### src/rtl/add_sub_pkg.sv
// rtl/add_sub_pkg.sv - shared op encoding, status flag type and flag helper for add_sub_pipe
package add_sub_pkg;

    localparam logic OP_ADD = 1'b0;
    localparam logic OP_SUB = 1'b1;

    // Widest result the flag helper accepts; callers zero-extend narrower results.
    localparam int MAX_BIT = 256;
    localparam int IDX_W   = 8;

    typedef struct packed {
        logic cout;
        logic ovf;
        logic zero;
        logic neg;
    } flags_t;

    // Returns {zero, neg}; r must be zero-extended above bit msb.
    function automatic logic [1:0] zero_neg(input logic [MAX_BIT-1:0] r,
                                            input logic [IDX_W-1:0]   msb);
        return {(r == '0), r[msb]};
    endfunction

endpackage

### src/rtl/add_sub_slice.sv
// rtl/add_sub_slice.sv - combinational W-bit ripple adder slice with carry-into-MSB tap
module add_sub_slice #(
    parameter int W = 8
) (
    input  logic [W-1:0] a,
    input  logic [W-1:0] b,
    input  logic         cin,
    output logic [W-1:0] sum,
    output logic         cout,
    output logic         c_msb
);

    // Ripple the carry bit by bit, tapping the carry that enters the top bit.
    always_comb begin
        logic c;
        c     = cin;
        c_msb = cin;
        sum   = '0;
        for (int i = 0; i < W; i++) begin
            if (i == W - 1) begin
                c_msb = c;
            end
            sum[i] = a[i] ^ b[i] ^ c;
            c      = (a[i] & b[i]) | (c & (a[i] ^ b[i]));
        end
        cout = c;
    end

endmodule

### src/rtl/add_sub_pipe.sv
// rtl/add_sub_pipe.sv - pipelined add/subtract, one carry slice per register stage, global stall
module add_sub_pipe
    import add_sub_pkg::*;
#(
    parameter int BIT    = 32,
    parameter int STAGES = 4
) (
    input  logic           clk_i,
    input  logic           rst_i,
    input  logic           in_valid_i,
    output logic           in_ready_o,
    input  logic [BIT-1:0] a_i,
    input  logic [BIT-1:0] b_i,
    input  logic           sub_i,
    output logic           out_valid_o,
    input  logic           out_ready_i,
    output logic [BIT-1:0] result_o,
    output logic           cout_o,
    output logic           ovf_o,
    output logic           zero_o,
    output logic           neg_o
);

    localparam int W = BIT / STAGES;

    if ((STAGES < 1) || (BIT % STAGES != 0) || (BIT > MAX_BIT)) begin : g_bad_params
        $error("add_sub_pipe: BIT must be a multiple of STAGES and at most MAX_BIT");
    end

    // Whole pipe moves together: it advances whenever the output slot is empty or being drained.
    logic adv;
    assign adv         = !out_valid_o || out_ready_i;
    assign in_ready_o  = adv;
    assign out_valid_o = g_stage[STAGES-1].vld_q;

    for (genvar k = 0; k < STAGES; k++) begin : g_stage
        // REM: operand bits still to be added on entry to this stage; LOW: result bits done after it.
        localparam int REM = BIT - k * W;
        localparam int LOW = (k + 1) * W;

        logic           vin;
        logic [REM-1:0] a_cur;
        logic [REM-1:0] b_cur;
        logic           cin;
        logic [W-1:0]   sum;
        logic           cout;
        logic [LOW-1:0] r_next;
        logic           vld_q;
        logic [LOW-1:0] r_q;

        if (k == 0) begin : g_in
            // Subtraction is A + ~B + 1: invert B here, the +1 enters as the first carry-in.
            assign vin    = in_valid_i;
            assign a_cur  = a_i;
            assign b_cur  = b_i ^ {BIT{sub_i == OP_SUB}};
            assign cin    = (sub_i == OP_SUB);
            assign r_next = sum;
        end else begin : g_in
            assign vin    = g_stage[k-1].vld_q;
            assign a_cur  = g_stage[k-1].g_carry.a_q;
            assign b_cur  = g_stage[k-1].g_carry.b_q;
            assign cin    = g_stage[k-1].g_carry.c_q;
            assign r_next = {sum, g_stage[k-1].r_q};
        end

        // Valid bit and finished low result bits shift forward on every advance.
        always_ff @(posedge clk_i) begin
            if (rst_i) begin
                vld_q <= 1'b0;
                r_q   <= '0;
            end else if (adv) begin
                vld_q <= vin;
                r_q   <= r_next;
            end
        end

        if (k < STAGES - 1) begin : g_carry
            logic               c_msb_unused;
            logic [REM-W-1:0]   a_q;
            logic [REM-W-1:0]   b_q;
            logic               c_q;

            add_sub_slice #(.W(W)) u_slice (
                .a     (a_cur[W-1:0]),
                .b     (b_cur[W-1:0]),
                .cin   (cin),
                .sum   (sum),
                .cout  (cout),
                .c_msb (c_msb_unused)
            );

            // Carry and unconsumed upper operand bits travel with the beat to the next slice.
            always_ff @(posedge clk_i) begin
                if (rst_i) begin
                    a_q <= '0;
                    b_q <= '0;
                    c_q <= 1'b0;
                end else if (adv) begin
                    a_q <= a_cur[REM-1:W];
                    b_q <= b_cur[REM-1:W];
                    c_q <= cout;
                end
            end
        end else begin : g_last
            logic   c_msb;
            flags_t flg_next;
            flags_t flg_q;

            add_sub_slice #(.W(W)) u_slice (
                .a     (a_cur[W-1:0]),
                .b     (b_cur[W-1:0]),
                .cin   (cin),
                .sum   (sum),
                .cout  (cout),
                .c_msb (c_msb)
            );

            // Status flags come from the final carries and the completed result.
            always_comb begin
                flg_next                      = '0;
                flg_next.cout                 = cout;
                flg_next.ovf                  = c_msb ^ cout;
                {flg_next.zero, flg_next.neg} = zero_neg(MAX_BIT'(r_next), IDX_W'(BIT - 1));
            end

            // Flags are registered alongside the result so they hold together under stall.
            always_ff @(posedge clk_i) begin
                if (rst_i) begin
                    flg_q <= '0;
                end else if (adv) begin
                    flg_q <= flg_next;
                end
            end
        end
    end

    assign result_o = g_stage[STAGES-1].r_q;
    assign cout_o   = g_stage[STAGES-1].g_last.flg_q.cout;
    assign ovf_o    = g_stage[STAGES-1].g_last.flg_q.ovf;
    assign zero_o   = g_stage[STAGES-1].g_last.flg_q.zero;
    assign neg_o    = g_stage[STAGES-1].g_last.flg_q.neg;

endmodule

### config.mk
export PLATFORM = sky130hd
export DESIGN_NAME = add_sub_pipe
export DESIGN_NICKNAME = d
export VERILOG_FILES = /design/src/rtl/add_sub_pkg.sv /design/src/rtl/add_sub_slice.sv /design/src/rtl/add_sub_pipe.sv
export SDC_FILE = /design/constraint.sdc
export NUM_CORES = 1
export LEC_CHECK = 0
export ABC_AREA = 1
export BUFFER_PORTS_ARGS = -buffer_cell sky130_fd_sc_hd__buf_2
export CAP_MARGIN = 20
export CORE_ASPECT_RATIO = 1.2
export CORE_UTILIZATION = 25
export CTS_BUF_LIST = sky130_fd_sc_hd__clkbuf_8
export DETAILED_ROUTE_END_ITERATION = 10
export PLACE_DENSITY_LB_ADDON = 0.3
export SETUP_SLACK_MARGIN = 0.3
export SYNTH_ARGS = -nofsm -noshare
export SYNTH_HDL_FRONTEND = slang
export SYNTH_SLANG_ARGS = --single-unit
export TNS_END_PERCENT = 100
### constraint.sdc
create_clock -name clk_i -period 9.6 [get_ports clk_i]
set_input_delay 1.44 -clock clk_i [delete_from_list [all_inputs] [get_ports clk_i]]
set_output_delay 1.44 -clock clk_i [all_outputs]
set_load 0.01 [all_outputs]
# After elaboration in Yosys (flattened, before gate mapping)
# Index checks and enable logic that the tools add are counted.
classes:
  n_reduce_logical: 3
  n_bitwise: 162
ops:
  columns: ["op", "n"]
  rows:
  - ["$xor 1x1->1", 65]
  - ["$and 1x1->1", 64]
  - ["$logic_not 32->1", 1]
  - ["$or 1x1->1", 32]
  - ["$xor 32x32->32", 1]
  - ["$logic_not 1->1", 1]
  - ["$logic_or 1x1->1", 1]
totals:
  reg_bits: 187
  wordCells: 186

# Logic depth before layout (Yosys ltp)
logic_depth:
  depth_word: 18
  mapped_depth: 19

# Cells and area by module
# Synthesis repeated with hierarchy kept, for this count alone.
unflattened:
  cells_unflattened: 915
  hier_area_um2: 7517.2
by_module_without_submodules:
  columns: ["mod", "n_inst", "cells_per_inst", "area_each_um2", "seq_area_each_um2"]
  rows:
  - ["add_sub_pipe", 1, 843, 6726.5, 3723.6]
  - ["add_sub_slice", 4, 18, 197.7, 0.0]

# Least setup slack after synthesis
# OpenSTA, ideal clock, no wires.
synth_timing:
  path_type: "input-to-reg"
  from: "in sub_i"
  to: "reg g_stage[0].r_q[7]"
  cell_stages: 14
  slack_ns: 4.832
  n_path_buf: 2
  required_time_ns: 9.484
  setup_ns: 0.116
  t_arrival_ns: 4.652
  path_cell_list: "buf_2 buf_4 xor2_1 fa_1 inv_1 fa_1 fa_1 fa_1 fa_1 fa_1 inv_1 fa_1 nor2_1 nor2_1"
synth_between:
  elab_chain_cells: 17
  elab_cells_between_ends: 31
  classes_between: "31 x bitwise"
synth_lines:
  columns: ["item", "line_no", "text"]
  rows:
  - ["from (decl)", "add_sub_pipe.sv:14", "input logic sub_i,"]
  - ["$xor 32x32->32", "add_sub_pipe.sv:55", "assign b_cur = b_i ^ {BIT{sub_i == OP_SUB}};"]
  - ["$xor 1x1->1", "add_sub_slice.sv:24", "c = (a[i] & b[i]) | (c & (a[i] ^ b[i]));"]
  - ["$and 1x1->1", "add_sub_slice.sv:24", null]
  - ["$or 1x1->1", "add_sub_slice.sv:24", null]
  - ["$and 1x1->1", "add_sub_slice.sv:24", null]
  - ["$or 1x1->1", "add_sub_slice.sv:24", null]
  - ["$and 1x1->1", "add_sub_slice.sv:24", null]
  - ["$or 1x1->1", "add_sub_slice.sv:24", null]
  - ["(+2 left out)", null, null]
  - ["$and 1x1->1", "add_sub_slice.sv:24", null]
  - ["$or 1x1->1", "add_sub_slice.sv:24", null]
  - ["$and 1x1->1", "add_sub_slice.sv:24", null]
  - ["$or 1x1->1", "add_sub_slice.sv:24", null]
  - ["$and 1x1->1", "add_sub_slice.sv:24", null]
  - ["$or 1x1->1", "add_sub_slice.sv:24", null]
  - ["$xor 1x1->1 *", "add_sub_slice.sv:23", "sum[i] = a[i] ^ b[i] ^ c;"]
  - ["via g_stage[0].g_carry.u_slice.sum[7]", "add_sub_slice.sv:8", "output logic [W-1:0] sum,"]
  - ["to (signal assigned)", "add_sub_pipe.sv:73", "r_q <= r_next;"]
  - ["to (decl)", "add_sub_pipe.sv:49", "logic [LOW-1:0] r_q;"]
# The timed path passes the listed nets; every way through them passes the cells marked *.
# A chain may end at the register's enable or synchronous reset.

# Worst setup path after layout
# Same ends and word-level chain as after synthesis.

==> flow_metrics.py <==
metrics = {
    "run_status": {
        "run_status": "finished, final reports clean",
    },
    "floorplanning": {
        "die_x_um": 161.1,
        "io_pins": 107,
        "initial_core_util_pct": 25.49,
        "dieArea_um2": 31080,
        "core_area_um2": 29780,
        "die_y_um": 192.9,
        "core.rowCount": 69,
    },
    "clock_network": {
        "post_cts_buffers": 0,
        "cts_buffers": 17,
        "cts.clk_slew.worst_paths_ns": 0.10,
        "h-tree-depth": 4,
        "clock_latency_ns": 0.46,
        "cts_sinks": 186,
        "cts_buffer_depth": 2,
        "cts-root-buf": "clkbuf_8",
        "cts_hold_buf": 0,
        "cts_tree": "built",
        "post_cts_resized": 0,
    },
    "yosys": {
        "ys.flop_type": "dfxtp_1",
        "async_flop_share_pct": 0,
        "syn_inst": 890,
        "syn-cell-area_um2": 7594,
        "yosysWarnings": 0,
        "synth_edf_count": 0,
        "synth_mux_area_share_pct": 0,
        "synth_area_per_cell_um2": 8.532,
        "synth_xor_area_share_pct": 3.691,
        "yosysTopAreaCell": "dfxtp_1",
        "synth_top_area_share_pct": 49.04,
        "yosysMostFrequentCell": "nor2_1",
        "yosysUniqueCellTypes": 22,
        "synth_top_family_by_area": "compound AO/OA/AOI/OAI gates",
        "seq_area_frac_synth_pct": 49.04,
        "syn-num-nets": 990,
        "synth_commonest_cells": "nor2_1, dfxtp_1, o21ai_0",
        "synth_compound_area_share_pct": 16.30,
        "ys_seq_elements": 186,
        "synth_fa_ha_area_share_pct": 8.173,
        "synth.area.top_cells": "dfxtp_1, nor2_1, fa_1",
        "synthSimpleGateAreaFrac_pct": 14.90,
    },
    "power": {
        "leakage_nw": 3.505,
        "powerDensity_nw_per_um2": 184.9,
        "ir_worst_vdd_uv": 69.87,
    },
    "timing": {
        "finalMaxSlewViolations": 0,
        "relSlewSlack_pct": 36.83,
        "worstMarginPinSlew_ns": 0.9476,
        "post-route-period-util_pct": 50.45,
        "min_period_ns": 4.844,
        "hold_violations": 0,
        "fin_tns_setup_ns": 0,
        "setup_violations": 0,
        "holdWs_ns": 0.4671,
        "fmax_mhz": 206.5,
        "fin_skew_ns": 0.01970,
        "rsz0062_at_grt": "false",
    },
    "drt": {
        "detail_route.iter0.violations": 403,
        "vias": 5674,
        "drtPass1Iterations": 4,
        "ant_nets": 0,
        "drc_errors": 0,
        "wl_per_cell_um": 12.74,
        "routed_wl_um": 17280,
        "via_per_inst": 4.184,
    },
    "global_route": {
        "grt_use_total_pct": 11.51,
        "grt-ovfl-total": 0,
        "first_global_vias": 5475,
        "grt_pass1_wl_um": 28520,
        "antenna_found_initial": 6,
        "grt_max_degree": 119,
    },
    "min_path": {
        "hp-class": "flip-flop to flip-flop",
    },
    "final_layout": {
        "fin_nets": 1052,
        "area_growth_pct": 13.21,
        "ff_latch_area_um2": 3724,
        "fillers": 3247,
        "multiInputGateArea_um2": 3283,
        "drive_gt1_share_pct": 16.17,
    },
    "place": {
        "io_buffers": 106,
        "gp_congestion": 0.7151,
        "place_hpwl_um": 10850,
    },
    "flow_run": {
        "cap_violations": 0,
    },
    "setup_path": {
        "end_kind": "flip-flop",
        "crit_fanout": 32,
        "worstSetupPathType": "input pin to flip-flop",
        "arrival_ns": 5.18,
        "crit_required_ns": 9.94,
        "startpoint_type": "input pin",
    },
}
## registers in the layout (all words and copies together) (netlist names)
name,count
g_stage.g_carry.a_q,48
g_stage.g_carry.b_q,48
g_stage.r_q,48
result_o,32
g_stage.g_carry.c_q,3
g_stage.vld_q,3
cout_o,1
out_valid_o,1
ovf_o,1
zero_o,1
## layer usage
metal / share of wire [%] / track usage (%) / vias to the layer above
met2: 42 / 17.16 / 77
met1: 53 / 16.14 / 2589
met4: 1.2 / 4.136 / 6
met5: 0.20 / 0 / -
li1: - / - / 2990
met3: 3.6 / 2.665 / 12
## layout make-up
class	count	share of cell area [%]
antenna	1	0.02911
clock inverter	15	1.965
multi-input combinational	601	38.19
timing repair buffer	109	6.433
tap	390	5.676
sequential	186	43.31
clock buffer	17	2.722
inverter	37	1.674
## cell usage in the layout (no fill, tap or decap), drive strengths merged
cell	count
nor2	285
dfxtp	186
o21ai	184
buf	109
a21oi	53
inv	46
fa	31
xnor2	29
clkbuf	17
nand2	11
clkinv	5
xor2	3
or2	2
diode	1
o21a	1
nand3	1
a31oi	1
bufinv	1
## worst max-delay path, stage by stage
cell and delay, ns:
buf_2 0.71, xor2_1 0.25, fa_1 0.20, inv_1 0.05, fa_1 0.37, fa_1 0.39, fa_1 0.39, fa_1 0.39
fa_1 0.36, inv_1 0.07, fa_1 0.40, nor2_1 0.11, nor2_1 0.06
## worst paths after layout
check                                          to                 startpoint  slack (ns)  cells past startpoint
worst max-delay path            g_stage[0].r_q[7]                      sub_i        4.76                     13
worst max register to register             zero_o  g_stage[2].g_carry.a_q[0]        5.45                     19
worst min register to register   g_stage[2].vld_q           g_stage[2].vld_q        0.47                      2
worst min-delay path             g_stage[2].vld_q           g_stage[2].vld_q        0.47                      2
## kinds of logic (layout without fill, tap and decap cells)
family          after synthesis  in the layout
other cells                   0              1
buf+inv                     103            178
flops                       186            186
simple gates                299            299
xor+xnor                     32             32
compound gates              239            239
fa+ha+maj                    31             31
## power breakdown
group / internal, mW / switching (mW)
sequential: 0.832 / 0.0351
clock: 0.220 / 0.309
combinational: 0.0841 / 0.110
total: 1.14 / 0.454
## stage by stage
| stage | total power [mW] | instances | util, % | setup WS, ns | instance area (um^2) |
|---|---|---|---|---|---|
| 2_1_floorplan | 1.018 | 890 | - | 4.832 | 7594 |
| 3_3_place_gp | 1.081 | 1323 | 27.50 | 4.277 | 8192 |
| 3_5_place_dp | 1.081 | 1323 | 27.50 | 4.238 | 8192 |
| 4_1_cts | 1.622 | 1355 | 28.86 | 4.732 | 8594 |
| 5_1_grt | 1.684 | 1355 | 28.86 | 4.558 | 8594 |
| 6_report | 1.590 | 1356 | 28.86 | 4.756 | 8597 |
Power figures use the tool's default switching activity.
